==> src/rtl/controlador_compuerta_param_if.sv <==
// Lane-side bundle for the parking entrance gate controller: sensors and keypad
// in, gate motor and alarm lines out.
interface controlador_compuerta_param_if #(
   parameter int CODE_W = 8,
   parameter int CNT_W  = 5
);
   logic              sEntrada;
   logic              sSalida;
   logic              sSalidaLote;
   logic              sEnter;
   logic [CODE_W-1:0] sCode;
   logic              sLoad;
   logic [CODE_W-1:0] sNewCode;
   logic              sAbrir;
   logic              sCerrar;
   logic              sBloq;
   logic              sAlmInc;
   logic              sAlmBloq;
   logic              sLleno;
   logic [CNT_W-1:0]  ocupacion;

   modport slave (
      input  sEntrada, sSalida, sSalidaLote, sEnter, sCode, sLoad, sNewCode,
      output sAbrir, sCerrar, sBloq, sAlmInc, sAlmBloq, sLleno, ocupacion
   );

   modport master (
      output sEntrada, sSalida, sSalidaLote, sEnter, sCode, sLoad, sNewCode,
      input  sAbrir, sCerrar, sBloq, sAlmInc, sAlmBloq, sLleno, ocupacion
   );
endinterface

==> src/rtl/controlador_compuerta_param.sv <==
// Parametrised entrance gate controller with loadable code, occupancy count and
// full-lot inhibit. Define CODE_TIMEOUT_EN to enable the code-entry timeout.
module controlador_compuerta_param #(
   parameter int                CODE_W       = 8,
   parameter logic [CODE_W-1:0] DEFAULT_CODE = CODE_W'(8'h38),
   parameter int                MAX_INTENTOS = 3,
   parameter int                CAPACITY     = 16,
   parameter int                CNT_W        = 5,
   parameter int                TIMEOUT_CYC  = 1000
) (
   input  logic                          clock,
   input  logic                          reset,
   controlador_compuerta_param_if.slave  bus
);

   typedef enum logic [2:0] {
      IDLE      = 3'd0,
      WAIT_CODE = 3'd1,
      RELEASE   = 3'd2,
      OPEN      = 3'd3,
      ALARM_INC = 3'd4,
      BLOCK     = 3'd5
   } state_t;

   state_t            r_state, w_next;
   logic [7:0]        r_intentos, w_intentos;
   logic [CODE_W-1:0] r_code;
   logic [CNT_W-1:0]  r_ocup;
   logic              w_ok, w_lleno, w_inc, w_dec, w_timeout, w_in_code;

   assign w_ok      = bus.sEnter && (bus.sCode == r_code);
   assign w_lleno   = (r_ocup == CNT_W'(CAPACITY));
   assign w_inc     = (r_state == OPEN) && bus.sSalida && !bus.sEntrada;
   assign w_dec     = bus.sSalidaLote;
   assign w_in_code = (r_state == WAIT_CODE) || (r_state == RELEASE);

`ifdef CODE_TIMEOUT_EN
   localparam int TMR_W = $clog2(TIMEOUT_CYC + 1);
   logic [TMR_W-1:0] r_timer;

   // Fires on the TIMEOUT_CYC-th cycle spent in the code-entry states.
   assign w_timeout = w_in_code && (r_timer == TMR_W'(TIMEOUT_CYC - 1));

   always_ff @(posedge clock or posedge reset) begin
      if (reset)
         r_timer <= '0;
      else if (w_in_code && (w_next == WAIT_CODE || w_next == RELEASE))
         r_timer <= r_timer + TMR_W'(1);
      else
         r_timer <= '0;
   end
`else
   assign w_timeout = (TIMEOUT_CYC < 0);
`endif

   always_ff @(posedge clock or posedge reset) begin
      if (reset) begin
         r_state    <= IDLE;
         r_intentos <= '0;
      end else begin
         r_state    <= w_next;
         r_intentos <= w_intentos;
      end
   end

   always_comb begin
      w_next     = r_state;
      w_intentos = r_intentos;
      case (r_state)
         IDLE: begin
            if (bus.sEntrada && bus.sSalida)       w_next = BLOCK;
            else if (bus.sEntrada && !w_lleno)     w_next = WAIT_CODE;
         end
         WAIT_CODE: begin
            if (w_ok) begin
               w_next = OPEN;
            end else if (w_timeout) begin
               w_next     = IDLE;
               w_intentos = '0;
            end else if (bus.sEnter) begin
               // Saturate at the limit so the alarm holds a stable count.
               if (r_intentos >= 8'(MAX_INTENTOS - 1)) begin
                  w_next     = ALARM_INC;
                  w_intentos = 8'(MAX_INTENTOS);
               end else begin
                  w_next     = RELEASE;
                  w_intentos = r_intentos + 8'd1;
               end
            end
         end
         RELEASE: begin
            if (w_timeout) begin
               w_next     = IDLE;
               w_intentos = '0;
            end else if (!bus.sEnter) begin
               w_next = WAIT_CODE;
            end
         end
         OPEN: begin
            w_intentos = '0;
            if (bus.sSalida) w_next = bus.sEntrada ? BLOCK : IDLE;
         end
         ALARM_INC, BLOCK: begin
            if (w_ok) w_next = OPEN;
         end
         default: w_next = IDLE;
      endcase
   end

   always_ff @(posedge clock or posedge reset) begin
      if (reset)
         r_code <= DEFAULT_CODE;
      else if (r_state == IDLE && bus.sLoad)
         r_code <= bus.sNewCode;
   end

   // Simultaneous entry and exit cancel; both ends saturate.
   always_ff @(posedge clock or posedge reset) begin
      if (reset)
         r_ocup <= '0;
      else if (w_inc && !w_dec && !w_lleno)
         r_ocup <= r_ocup + CNT_W'(1);
      else if (w_dec && !w_inc && r_ocup != '0)
         r_ocup <= r_ocup - CNT_W'(1);
   end

   always_comb begin
      bus.sAbrir   = 1'b0;
      bus.sCerrar  = 1'b1;
      bus.sBloq    = 1'b0;
      bus.sAlmInc  = 1'b0;
      bus.sAlmBloq = 1'b0;
      case (r_state)
         OPEN: begin
            bus.sAbrir  = 1'b1;
            bus.sCerrar = 1'b0;
         end
         ALARM_INC: bus.sAlmInc = 1'b1;
         BLOCK: begin
            bus.sBloq    = 1'b1;
            bus.sAlmBloq = 1'b1;
         end
         default: ;
      endcase
   end

   assign bus.sLleno    = w_lleno;
   assign bus.ocupacion = r_ocup;

endmodule

==> src/flat_wrapper.sv <==
// flat-port wrapper written by rule: the top's interface ports become plain ports
module controlador_compuerta_param_flat 
#(
   parameter int                CODE_W       = 8,
   parameter logic [CODE_W-1:0] DEFAULT_CODE = CODE_W'(8'h38),
   parameter int                MAX_INTENTOS = 3,
   parameter int                CAPACITY     = 16,
   parameter int                CNT_W        = 5,
   parameter int                TIMEOUT_CYC  = 1000
)
  (clock, reset, bus_sEntrada, bus_sSalida, bus_sSalidaLote, bus_sEnter, bus_sCode, bus_sLoad, bus_sNewCode, bus_sAbrir, bus_sCerrar, bus_sBloq, bus_sAlmInc, bus_sAlmBloq, bus_sLleno, bus_ocupacion);
  controlador_compuerta_param_if #(.CODE_W(CODE_W), .CNT_W(CNT_W)) bus_i ();
  input  logic clock;
  input  logic reset;
  input wire logic [$bits(bus_i.sEntrada)-1:0] bus_sEntrada;
  input wire logic [$bits(bus_i.sSalida)-1:0] bus_sSalida;
  input wire logic [$bits(bus_i.sSalidaLote)-1:0] bus_sSalidaLote;
  input wire logic [$bits(bus_i.sEnter)-1:0] bus_sEnter;
  input wire logic [$bits(bus_i.sCode)-1:0] bus_sCode;
  input wire logic [$bits(bus_i.sLoad)-1:0] bus_sLoad;
  input wire logic [$bits(bus_i.sNewCode)-1:0] bus_sNewCode;
  output wire logic [$bits(bus_i.sAbrir)-1:0] bus_sAbrir;
  output wire logic [$bits(bus_i.sCerrar)-1:0] bus_sCerrar;
  output wire logic [$bits(bus_i.sBloq)-1:0] bus_sBloq;
  output wire logic [$bits(bus_i.sAlmInc)-1:0] bus_sAlmInc;
  output wire logic [$bits(bus_i.sAlmBloq)-1:0] bus_sAlmBloq;
  output wire logic [$bits(bus_i.sLleno)-1:0] bus_sLleno;
  output wire logic [$bits(bus_i.ocupacion)-1:0] bus_ocupacion;
  assign bus_i.sEntrada = bus_sEntrada;
  assign bus_i.sSalida = bus_sSalida;
  assign bus_i.sSalidaLote = bus_sSalidaLote;
  assign bus_i.sEnter = bus_sEnter;
  assign bus_i.sCode = bus_sCode;
  assign bus_i.sLoad = bus_sLoad;
  assign bus_i.sNewCode = bus_sNewCode;
  assign bus_sAbrir = bus_i.sAbrir;
  assign bus_sCerrar = bus_i.sCerrar;
  assign bus_sBloq = bus_i.sBloq;
  assign bus_sAlmInc = bus_i.sAlmInc;
  assign bus_sAlmBloq = bus_i.sAlmBloq;
  assign bus_sLleno = bus_i.sLleno;
  assign bus_ocupacion = bus_i.ocupacion;
  controlador_compuerta_param #(.CODE_W(CODE_W), .DEFAULT_CODE(DEFAULT_CODE), .MAX_INTENTOS(MAX_INTENTOS), .CAPACITY(CAPACITY), .CNT_W(CNT_W), .TIMEOUT_CYC(TIMEOUT_CYC)) u_core (.clock(clock), .reset(reset), .bus(bus_i));
endmodule
==> config.mk <==
export PLATFORM = sky130hd
export DESIGN_NAME = controlador_compuerta_param_flat
export DESIGN_NICKNAME = d
export VERILOG_FILES = /design/src/rtl/controlador_compuerta_param_if.sv /design/src/rtl/controlador_compuerta_param.sv /design/src/flat_wrapper.sv
export SDC_FILE = /design/constraint.sdc
export NUM_CORES = 1
export LEC_CHECK = 0
export BUFFER_PORTS_ARGS = -buffer_cell sky130_fd_sc_hd__buf_2
export CAP_MARGIN = 20
export CELL_PAD_IN_SITES_DETAIL_PLACEMENT = 0
export CELL_PAD_IN_SITES_GLOBAL_PLACEMENT = 1
export CORE_UTILIZATION = 44
export CTS_CLUSTER_DIAMETER = 120
export DETAILED_ROUTE_END_ITERATION = 7
export GPL_ROUTABILITY_DRIVEN = 0
export PLACE_DENSITY_LB_ADDON = 0.2
export RECOVER_POWER = 25
export SLEW_MARGIN = 20
export SYNTH_ARGS = -nofsm -noshare
export SYNTH_HDL_FRONTEND = slang
export SYNTH_SLANG_ARGS = --single-unit
==> constraint.sdc <==
create_clock -name clock -period 4.1 [get_ports clock]
set_input_delay 0.41 -clock clock [delete_from_list [all_inputs] [get_ports clock]]
set_output_delay 0.41 -clock clock [all_outputs]
set_load 0.1 [all_outputs]
Yosys cells after proc, flatten, opt, wreduce, memory -nomap -nowiden
Index checks and enable logic that the tools add are counted.

cells by class
  $add $sub $neg = 3
  order comparisons = 1
  eq/ne operators = 14
  mux-type cells = 20
  reduce and logical (&&, ||, !) cells = 21

operators by type and width
  cell                                                                      count
  3-bit two-way mux                                                         9
  8-bit two-way mux                                                         3
  8-bit one-hot mux with 2 select lines                                     1
  3-bit one-hot mux with 5 select lines                                     1
  1-bit logical AND                                                         10
  5-bit two-way mux                                                         2
  8-bit by 1-bit adder with 8-bit output (second input constant)            1
  8-bit == test                                                             1
  8-bit by 2-bit >= comparator with 1-bit output (second input constant)    1
  2-bit inequality test (second input constant)                             4
  3-bit by 2-bit == test with 1-bit output (second input constant)          2
  3-bit == test (second input constant)                                     2
  5-bit by 1-bit adder with 5-bit output (second input constant)            1
  5-bit == test (second input constant)                                     1
  5-bit AND reduction                                                       1
  5-bit nonzero test                                                        1
  5-bit by 1-bit subtractor with 5-bit output (second input constant)       1
  1-bit logical NOT                                                         4
  1-bit two-way mux                                                         4
  2-bit nonzero test                                                        2
  3-bit by 1-bit == test with 1-bit output (second input constant)          1
  3-bit logical NOT                                                         1
  3-bit by 1-bit inequality test with 1-bit output (second input constant)  1
  3-bit by 2-bit inequality test with 1-bit output (second input constant)  1
  other kinds (3)                                                           3

storage, ports and cells
  flip-flop bits (word level) = 24
  output and inout port bits = 11

Logic depth before layout (Yosys ltp)
Gate-level depths: netlist of the first run.

  word-level depth = 8
  depth in mapped cells = 12
  depth with buffers taken out = 10

Worst setup path after synthesis of the first run
No wires, ideal clock.

  kind = register to output
  start point = reg u_core.r_state[2]
  end point = out bus_sAlmInc
  arrival time = 2.801 ns
  data required time = 3.690 ns
  setup slack = 0.889 ns
  cell stages (with the launch flop) = 4
  path buffers = 1
  cells stage by stage = dfrtp_1 -> clkbuf_1 -> inv_1 -> nor3_1

on the way
  word-level cells in the longest chain between the ends = 2

RTL lines
  item                      line                                source
  start: declaration        controlador_compuerta_param.sv:25   state_t r_state, w_next;
  start signal: assignment  controlador_compuerta_param.sv:61   r_state <= w_next;
  3-bit == test             controlador_compuerta_param.sv:133  case (r_state)
  1-bit two-way mux         controlador_compuerta_param.sv:133
  end: declaration          flat_wrapper.sv:25                  output wire logic [$bits(bus_i.sAlmInc)-1:0] bus_sAlmInc;

Every way passes these cells.

Worst setup path in the final report of the first run
  start point = reg u_core.r_state[0]
  end point = reg u_core.r_ocup[4] (netlist: u_core.bus.ocupacion[4])

on the way
  word-level cells in the longest chain between the ends = 7

RTL lines
  item                                        line                                source
  3-bit by 2-bit == test with 1-bit output *  controlador_compuerta_param.sv:33   assign w_inc = (r_state == OPEN) && bus.sSalida && !bus.sEntrada;
  1-bit logical AND * (2 in series)           controlador_compuerta_param.sv:33
  1-bit logical NOT                           controlador_compuerta_param.sv:123  else if (w_dec && !w_inc && r_ocup != '0)
  1-bit logical AND (2 in series)             controlador_compuerta_param.sv:123
  2-bit nonzero test (no line)                --
  end signal: assignment                      controlador_compuerta_param.sv:122  r_ocup <= r_ocup + CNT_W'(1);
  end signal: assignment                      controlador_compuerta_param.sv:124  r_ocup <= r_ocup - CNT_W'(1);
  end: declaration                            controlador_compuerta_param.sv:28   logic [CNT_W-1:0] r_ocup;

Every way passes the cells marked *; elsewhere a longest branch is shown, timed or not.
A chain may end at the register's enable or synchronous reset.

==> results of run 1 <==
==> cell type report <==
type / count / area, µm² / share of cell area [%]
Multi-Input combinational cell: 106 / 833.3 / 47.50
Sequential cell: 24 / 604.3 / 34.45
Timing Repair Buffer: 33 / 165.2 / 9.415
Tap cell: 46 / 57.56 / 3.281
Inverter: 11 / 41.29 / 2.354
Clock inverter: 1 / 30.03 / 1.712
Clock buffer: 3 / 22.52 / 1.284
==> sequential cells by signal (all words and copies together), names as in the netlist <==
register              count
u_core.r_code             8
u_core.r_intentos         8
u_core.bus.ocupacion      5
u_core.r_state            3
==> synthesized netlist by cell type (2+ instances only) <==
cell / count
dfrtp_1: 21
inv_1: 10
mux2_2: 9
nor2_1: 9
a31oi_1: 8
nand2_1: 8
a21oi_1: 7
xor2_1: 7
ha_1: 5
xnor2_1: 5
and3_1: 4
nor3_1: 4
nor4_1: 4
o21ai_0: 4
buf_2: 3
dfstp_2: 3
nand3_1: 3
a21o_1: 2
clkbuf_1: 2
mux2_4: 2
nand4_1: 2
nor2b_1: 2
o21a_1: 2
o22ai_1: 2
==> layer usage <==
metal / global-route usage, % / vias to the layer above
li1: - / 590
met1: 25.97 / 599
met2: 30.30 / 40
met3: 2.345 / 5
met4: 8.442 / 0
met5: 0 / -
==> cell families after synthesis <==
kind of cell | share of synthesized area, %
and+or+nand+nor | 17.49
AOI/OAI and AO/OA | 14.12
DFF | 39.66
buffers and inverters | 5.665
muxes | 10.76
xor gates and xnor gates | 6.896
adders and majority gates | 5.419
==> power by group through the flow <==
stage	Combinational [mW]	Sequential (mW)	Clock, mW
2_1_floorplan	0.543	0.605	0
3_3_place_gp	0.790	0.468	0
3_5_place_dp	0.800	0.475	0
4_1_cts	0.802	0.469	0.178
5_1_grt	0.856	0.493	0.187
6_report	0.798	0.470	0.176
==> path summary, 6_finish.rpt <==
check	startpoint	end	cells past startpoint
max	u_core.r_state[0]$_DFFE_PP0P_	u_core.bus.ocupacion[4]$_DFFE_PP0P_	8
min	reset	u_core.bus.ocupacion[3]$_DFFE_PP0P_	2
max reg2reg	u_core.r_state[0]$_DFFE_PP0P_	u_core.bus.ocupacion[4]$_DFFE_PP0P_	8
min reg2reg	u_core.r_intentos[7]$_DFFE_PP0P_	u_core.r_intentos[7]$_DFFE_PP0P_	2
max in group asynchronous	reset	u_core.r_intentos[0]$_DFFE_PP0P_	2
min in group clock	bus_sNewCode[5]	u_core.r_code[5]$_DFFE_PP1P_	2
==> flow_metrics.env, run 1 <==
export IMPL_maxSlewViolCount=0
export IMPL_synth_top_cell_area_share_pct=34.48
export IMPL_critical_path_buf_inv_count=0
export IMPL_synthArstFlopShare_pct=100.0
export IMPL_syn_nets=178
export IMPL_fin_util_pct=52.57
export IMPL_hold_slack_ns=0.2648
export IMPL_crit_fanout=16
export IMPL_rsz0062_at_grt="no"
export IMPL_dr_pass1_iters=4
export IMPL_grt_max_degree=25
export IMPL_cts_hold_buf=0
export IMPL_drive_above_1_share_pct=33.15
export IMPL_synthTopCellsByArea="dfrtp_1 34%, mux2_2 6.7%, dfstp_2 5.2%"
export IMPL_cts_resized_gates=0
export IMPL_start_util_pct=45.67
export IMPL_setup_violations=0
export IMPL_ys_flop_type="dfrtp_1"
export IMPL_cts_tree="done"
export IMPL_ctsLongestPathBuffers=2
export IMPL_cap_violations=0
export IMPL_final_common_cell="buf_2"
export IMPL_postCtsSetupBuffers=0
export IMPL_power_share_clock_pct=12.2
export IMPL_cpMaxStageDelayCell="dfrtp_1"
export IMPL_p_int_uw=700.3
export IMPL_remaining_drc_errors=0
export IMPL_ys_seq_elements=24
export IMPL_grt_overflow=0
export IMPL_ys_warnings_count=0
export IMPL_postRouteAntennaNets=0
export IMPL_grt_first_pass_wirelength_um=5188
export IMPL_final_cells=224
export IMPL_reg2reg_slack_ns=1.58
export IMPL_max_freq_mhz=397.2
export IMPL_clockRootBuffer="clkbuf_4"
export IMPL_routed_wl_um=3122
export IMPL_crit_chain="and3b_1 > nand3b_4 > nor2_2 > nand2_1 > ha_1 > a21o_1 > a21oi_1 > mux4_2"
export IMPL_avgSynthCellArea_um2=10.23
export IMPL_relSlewSlack_pct=38.54
export IMPL_fin_crit_ns=2.518
export IMPL_synth_largest_area_cell="dfrtp_1"
export IMPL_hpwl_um=2340
export IMPL_layout_common_cells="33 x buf_2, 21 x dfrtp_1, 10 x inv_1"
export IMPL_holdCritPathClass="input port to async pin"
export IMPL_wl_met2_um=1442
export IMPL_tightest_slew_ns=0.9209
export IMPL_antenna_cells=0
export IMPL_viasPerCell=5.509
export IMPL_synth_edff_count=0
export IMPL_start_kind="flop"
export IMPL_worst_slack_ns=1.582
export IMPL_rows=21
export IMPL_dr_max_layer_used="met4"
export IMPL_initialDrtViolationCount=45
export IMPL_required_ns=4.32
export IMPL_power_frac_comb_pct=55.3
export IMPL_die_h_um=60.85
export IMPL_wl_met3_um=157
export IMPL_pin_count=34
export IMPL_synthCells=149
export IMPL_die_x_um=60.85
export IMPL_criticalPathCategory="flop to flop"
export IMPL_place_inst=220
export IMPL_fin_crit_sh_pct=61.41
export IMPL_cts_htree_levels=1
export IMPL_cp_arrival_ns=2.74
export IMPL_cpPeakStageDelay_ns=0.67
export IMPL_fp_coreArea_mm2=0.003337
export IMPL_p_seq_share_pct=32.6
export IMPL_clk_pin_slew_worst_paths_ns=0.14
export IMPL_clk_latency_ns=0.33
export IMPL_swShare_pct=51.50
export IMPL_fin_nets=208
export IMPL_antenna_found_initial=0
export IMPL_ys_types=45
export IMPL_finalSetupTns_ns=0
export IMPL_syn_area_mm2=0.001524
export IMPL_crit_path_end_kind="flop"
export IMPL_critPathTopFamily="simple AND/OR/NAND/NOR gates"
export IMPL_p_per_area_mw_per_mm2=823.1
export IMPL_p_sw_uw=743.5
export IMPL_fillCellCount=313
export IMPL_area_delta_synth_final_pct=15.11
export IMPL_finalHoldViolCount=0
export IMPL_cts_buffers=3
export IMPL_port_buffer_count=33
export IMPL_design_area_mm2=0.001754
export IMPL_dp_slack_ns=1.577
export IMPL_status="finished, final reports clean"
export IMPL_cts_sinks=24
export IMPL_detail_route_wl_per_cell_um=13.94
export IMPL_ir_worst_vdd_mv=0.5095
export IMPL_p_total_mw=1.444
export IMPL_globalRouteTotalUtil_pct=19.02
export IMPL_wl_met1_um=1467
export IMPL_vias=1234
export IMPL_finClkSkew_ns=0.009818
export IMPL_leakagePower_nw=0.8456
export IMPL_dieArea_mm2=0.003703
export IMPL_seq_area_frac_synth_pct=39.66
export IMPL_placed_area_mm2=0.001702
export IMPL_grt_pass1_vias=1172
Power figures use the tool's default switching activity.
==> run 2, diff against run 1 <==
--- a/config.mk
+++ b/config.mk
@@ -9,7 +9,7 @@
 export CAP_MARGIN = 20
 export CELL_PAD_IN_SITES_DETAIL_PLACEMENT = 0
 export CELL_PAD_IN_SITES_GLOBAL_PLACEMENT = 1
-export CORE_UTILIZATION = 44
+export CORE_UTILIZATION = 41
 export CTS_CLUSTER_DIAMETER = 120
 export DETAILED_ROUTE_END_ITERATION = 7
 export GPL_ROUTABILITY_DRIVEN = 0
==> constraint.sdc (replaced) <==
create_clock -name clock -period 2.6 [get_ports clock]
set_input_delay 0.26 -clock clock [delete_from_list [all_inputs] [get_ports clock]]
set_output_delay 0.26 -clock clock [all_outputs]
set_load 0.1 [all_outputs]
==> flow_metrics.env, run 2 (synthesis gave the netlist of run 1 again) <==
export IMPL_reg2reg_slack_ns=0.31
export IMPL_final_common_cell="buf_2"
export IMPL_grt_max_degree=25
export IMPL_relSlewSlack_pct=37.61
export IMPL_postCtsSetupBuffers=0
export IMPL_rsz0062_at_grt="no"
export IMPL_cts_resized_gates=0
export IMPL_grt_first_pass_wirelength_um=5451
export IMPL_status="finished, final reports clean"
export IMPL_leakagePower_nw=0.8733
export IMPL_routed_wl_um=3218
export IMPL_finClkSkew_ns=0.006252
export IMPL_cts_sinks=24
export IMPL_die_x_um=62.97
export IMPL_fin_crit_sh_pct=88.03
export IMPL_ir_worst_vdd_mv=0.9900
export IMPL_rows=21
export IMPL_fin_nets=212
export IMPL_grt_overflow=0
export IMPL_maxSlewViolCount=0
export IMPL_remaining_drc_errors=0
export IMPL_initialDrtViolationCount=41
export IMPL_cap_violations=0
export IMPL_port_buffer_count=33
export IMPL_cp_arrival_ns=2.42
export IMPL_design_area_mm2=0.001808
export IMPL_placed_area_mm2=0.001737
export IMPL_clk_pin_slew_worst_paths_ns=0.09
export IMPL_clockRootBuffer="clkbuf_8"
export IMPL_die_h_um=62.97
export IMPL_criticalPathCategory="flop to flop"
export IMPL_fin_crit_ns=2.289
export IMPL_hpwl_um=2500
export IMPL_dr_pass1_iters=4
export IMPL_cts_htree_levels=1
export IMPL_drive_above_1_share_pct=35.16
export IMPL_detail_route_wl_per_cell_um=14.11
export IMPL_cts_hold_buf=0
export IMPL_required_ns=2.74
export IMPL_clk_latency_ns=0.26
export IMPL_p_per_area_mw_per_mm2=1305
export IMPL_finalHoldViolCount=0
export IMPL_fp_coreArea_mm2=0.003442
export IMPL_viasPerCell=5.382
export IMPL_crit_path_end_kind="flop"
export IMPL_cts_tree="done"
export IMPL_max_freq_mhz=436.9
export IMPL_start_kind="flop"
export IMPL_tightest_slew_ns=0.9348
export IMPL_globalRouteTotalUtil_pct=17.49
export IMPL_ctsLongestPathBuffers=2
export IMPL_antenna_found_initial=0
export IMPL_grt_pass1_vias=1190
export IMPL_antenna_cells=0
export IMPL_cts_buffers=3
export IMPL_holdCritPathClass="input port to async pin"
export IMPL_pin_count=34
export IMPL_postRouteAntennaNets=0
export IMPL_start_util_pct=44.27
export IMPL_finalSetupTns_ns=0
export IMPL_vias=1227
export IMPL_layout_common_cells="33 x buf_2, 21 x dfrtp_1, 10 x inv_1"
export IMPL_dieArea_mm2=0.003965
export IMPL_crit_fanout=5
export IMPL_setup_violations=0
export IMPL_area_delta_synth_final_pct=18.64
[run 2: changes by cell type in the layout (fill, tap and decap cells not counted)]
cell	before	now
nor3_1	4	3
clkbuf_4	3	0
clkbuf_8	0	3
nor3_2	0	1
buf_4	0	4
[run 2: power breakdown]
part           total [mW]  switching [mW]  internal, mW
clock               0.324           0.119         0.206
sequential          0.697           0.154         0.543
combinational        1.34           0.906         0.431
total                2.36            1.18          1.18
[run 2: final cells by class]
class                   instances  area, µm²
repair buffers                 37      195.2
inverters                      11      41.29
clock inverters                 1      30.03
flip-flops and latches         24      604.3
multi-input cells             106      838.3
fillers                       324       1634
clock buffers                   3      41.29
well taps                      46      57.56
[run 2: per-stage QoR]
stage	util [%]	total power [mW]	cells	setup slack, ns	hold slack (ns)
floorplan	-	1.817	149	0.1026	0.2724
global placement	50.45	2.021	224	0.4508	0.4924
detailed placement	50.45	2.049	224	0.3162	0.4968
CTS	52.53	2.384	228	0.2901	0.2173
global route	52.53	2.506	228	0.1475	0.2187
finish	52.53	2.359	228	0.3112	0.1903
[run 2: path summary, 6_finish.rpt]
path                                                   from                             endpoint  cells past startpoint
max reg2reg                   u_core.r_state[2]$_DFFE_PP0P_  u_core.bus.ocupacion[4]$_DFFE_PP0P_                      8
min                                                   reset         u_core.r_code[1]$_DFFE_PP0P_                      2
min reg2reg                u_core.r_intentos[7]$_DFFE_PP0P_     u_core.r_intentos[7]$_DFFE_PP0P_                      2
max in group asynchronous                             reset        u_core.r_state[2]$_DFFE_PP0P_                      2
min in group clock                          bus_sNewCode[4]         u_core.r_code[4]$_DFFE_PP1P_                      2
max                           u_core.r_state[2]$_DFFE_PP0P_  u_core.bus.ocupacion[4]$_DFFE_PP0P_                      8
[run 2: worst max-delay path: stages (launching register included)]
cell and delay, ns:
dfrtp_1 0.38, and3b_1 0.34, nand3b_4 0.13, nor2_2 0.14
nand2_1 0.15, ha_1 0.35, a21o_1 0.19, a21oi_1 0.17
mux4_2 0.31
[run 2: metal layers]
layer / GRT usage (%) / wire, µm / vias to the layer above
met4: 6.977 / 42 / 0
li1: - / - / 603
met2: 30.24 / 1642 / 24
met5: 0 / 0 / -
met1: 21.47 / 1418 / 598
met3: 2.737 / 115 / 2
==> run 3, diff against run 2 <==
--- a/config.mk
+++ b/config.mk
@@ -7,7 +7,7 @@
 export LEC_CHECK = 0
 export BUFFER_PORTS_ARGS = -buffer_cell sky130_fd_sc_hd__buf_2
 export CAP_MARGIN = 20
-export CELL_PAD_IN_SITES_DETAIL_PLACEMENT = 0
+export CELL_PAD_IN_SITES_DETAIL_PLACEMENT = 1
 export CELL_PAD_IN_SITES_GLOBAL_PLACEMENT = 1
 export CORE_UTILIZATION = 41
 export CTS_CLUSTER_DIAMETER = 120
==> flow_metrics.env, run 3 (synthesis gave the netlist of run 1 again) <==
export IMPL_dr_max_layer_used="met4"
export IMPL_postRouteAntennaNets=0
export IMPL_grt_max_degree=25
export IMPL_start_kind="flop"
export IMPL_port_buffer_count=33
export IMPL_rsz0062_at_grt="no"
export IMPL_worstReg2RegStart="u_core.r_state[2]$_DFFE_PP0P_"
export IMPL_criticalPathCategory="flop to flop"
export IMPL_routed_wl_um=3414
export IMPL_crit_fanout=5
export IMPL_fin_crit_sh_pct=88.29
export IMPL_clk_latency_ns=0.26
export IMPL_crit_path_end_kind="flop"
export IMPL_finalSetupTns_ns=0
export IMPL_wl_met1_um=1624
export IMPL_detail_route_wl_per_cell_um=14.97
export IMPL_layout_common_cells="33 x buf_2, 21 x dfrtp_1, 10 x inv_1"
export IMPL_cpMaxStageDelayCell="dfrtp_1"
export IMPL_ir_worst_vdd_mv=1.102
export IMPL_status="finished, final reports clean"
export IMPL_viasPerCell=5.351
export IMPL_critical_path_buf_inv_count=0
export IMPL_dr_pass1_iters=3
export IMPL_p_per_area_mw_per_mm2=1276
export IMPL_clk_pin_slew_worst_paths_ns=0.08
export IMPL_clockRootBuffer="clkbuf_8"
export IMPL_setup_violations=0
export IMPL_required_ns=2.73
export IMPL_postCtsSetupBuffers=0
export IMPL_grt_overflow=0
export IMPL_leakagePower_nw=0.8603
export IMPL_grt_pass1_vias=1274
export IMPL_final_cells=228
export IMPL_cp_arrival_ns=2.43
export IMPL_cts_sinks=24
export IMPL_reg2reg_slack_ns=0.30
export IMPL_start_util_pct=44.27
export IMPL_p_total_mw=2.274
export IMPL_maxSlewViolCount=0
export IMPL_area_delta_synth_final_pct=16.91
export IMPL_final_common_cell="buf_2"
export IMPL_fillCellCount=408
export IMPL_reg2reg_to="u_core.bus.ocupacion[4]$_DFFE_PP0P_"
export IMPL_dieArea_mm2=0.003965
export IMPL_hpwl_um=2738
export IMPL_cts_buffers=3
export IMPL_max_freq_mhz=435.6
export IMPL_drive_above_1_share_pct=34.62
export IMPL_worst_path_stages=8
export IMPL_finClkSkew_ns=0.002118
export IMPL_relSlewSlack_pct=40.83
export IMPL_cpPeakStageDelay_ns=0.38
export IMPL_wl_met3_um=61
export IMPL_globalRouteTotalUtil_pct=19.25
export IMPL_place_inst=224
export IMPL_reg2reg_depth=8
export IMPL_remaining_drc_errors=0
export IMPL_crit_chain="and3b_1 > nand3b_4 > nor2_2 > nand2_1 > ha_1 > a21o_1 > a21oi_1 > mux4_2"
export IMPL_die_h_um=62.97
export IMPL_fin_crit_ns=2.295
export IMPL_cts_resized_gates=0
export IMPL_grt_first_pass_wirelength_um=6065
export IMPL_die_x_um=62.97
export IMPL_tightest_slew_ns=0.8866
export IMPL_fin_nets=212
export IMPL_antenna_cells=0
export IMPL_cts_hold_buf=0
export IMPL_wl_met2_um=1694
export IMPL_cts_tree="done"
export IMPL_finalHoldViolCount=0
export IMPL_fp_coreArea_mm2=0.003442
export IMPL_ctsLongestPathBuffers=2
export IMPL_pin_count=34
export IMPL_initialDrtViolationCount=42
export IMPL_rows=21
export IMPL_hold_slack_ns=0.1748
export IMPL_critPathTopFamily="simple AND/OR/NAND/NOR gates"
export IMPL_cap_violations=0
export IMPL_holdCritPathClass="input port to async pin"
export IMPL_antenna_found_initial=0
export IMPL_vias=1220
export IMPL_cts_htree_levels=1
## run 3: changes by cell type in the layout (fill, tap and decap cells not counted)
cell / previous run / this run
bufinv_16: 1 / 0
clkbuf_1: 0 / 1
## run 3: metal layers
| metal | global-route usage (%) | up-vias |
|---|---|---|
| met2 | 31.59 | 14 |
| met5 | 0 | - |
| met4 | 6.395 | 0 |
| met3 | 1.460 | 2 |
| li1 | - | 601 |
| met1 | 26.58 | 603 |
## run 3: worst max path at each step
stage	start	slack (ns)	to
2_1_floorplan	u_core.bus.ocupacion[1]$_DFFE_PP0P_	0.10	u_core.bus.ocupacion[4]$_DFFE_PP0P_
3_3_place_gp	u_core.r_state[2]$_DFFE_PP0P_	0.45	u_core.bus.ocupacion[4]$_DFFE_PP0P_
5_1_grt	u_core.r_state[2]$_DFFE_PP0P_	0.17	u_core.bus.ocupacion[4]$_DFFE_PP0P_
6_report	u_core.r_state[2]$_DFFE_PP0P_	0.30	u_core.bus.ocupacion[4]$_DFFE_PP0P_
3_5_place_dp	u_core.r_state[2]$_DFFE_PP0P_	0.33	u_core.bus.ocupacion[4]$_DFFE_PP0P_
4_1_cts	u_core.r_state[2]$_DFFE_PP0P_	0.31	u_core.bus.ocupacion[4]$_DFFE_PP0P_
## run 3: layout make-up
class	count	area, µm²	area share [%]
Timing Repair Buffer	37	195.2	10.96
Tap cell	46	57.56	3.230
Clock buffer	4	45.04	2.528
Sequential cell	24	604.3	33.92
Multi-Input combinational cell	106	838.3	47.05
Inverter	11	41.29	2.317
## run 3: power breakdown
| group | internal [mW] | switching, mW | total (mW) |
|---|---|---|---|
| sequential | 0.543 | 0.153 | 0.696 |
| clock | 0.109 | 0.112 | 0.221 |
| combinational | 0.432 | 0.925 | 1.36 |
## run 3: through the flow
| step | area [µm²] | setup slack [ns] | util, % |
|---|---|---|---|
| after CTS | 1782 | 0.3124 | 51.76 |
| after floorplan | 1529 | 0.1026 | - |
| after global routing | 1782 | 0.1736 | 51.76 |
| after global placement | 1737 | 0.4508 | 50.45 |
| final | 1782 | 0.3045 | 51.76 |
| after detailed placement | 1737 | 0.3286 | 50.45 |
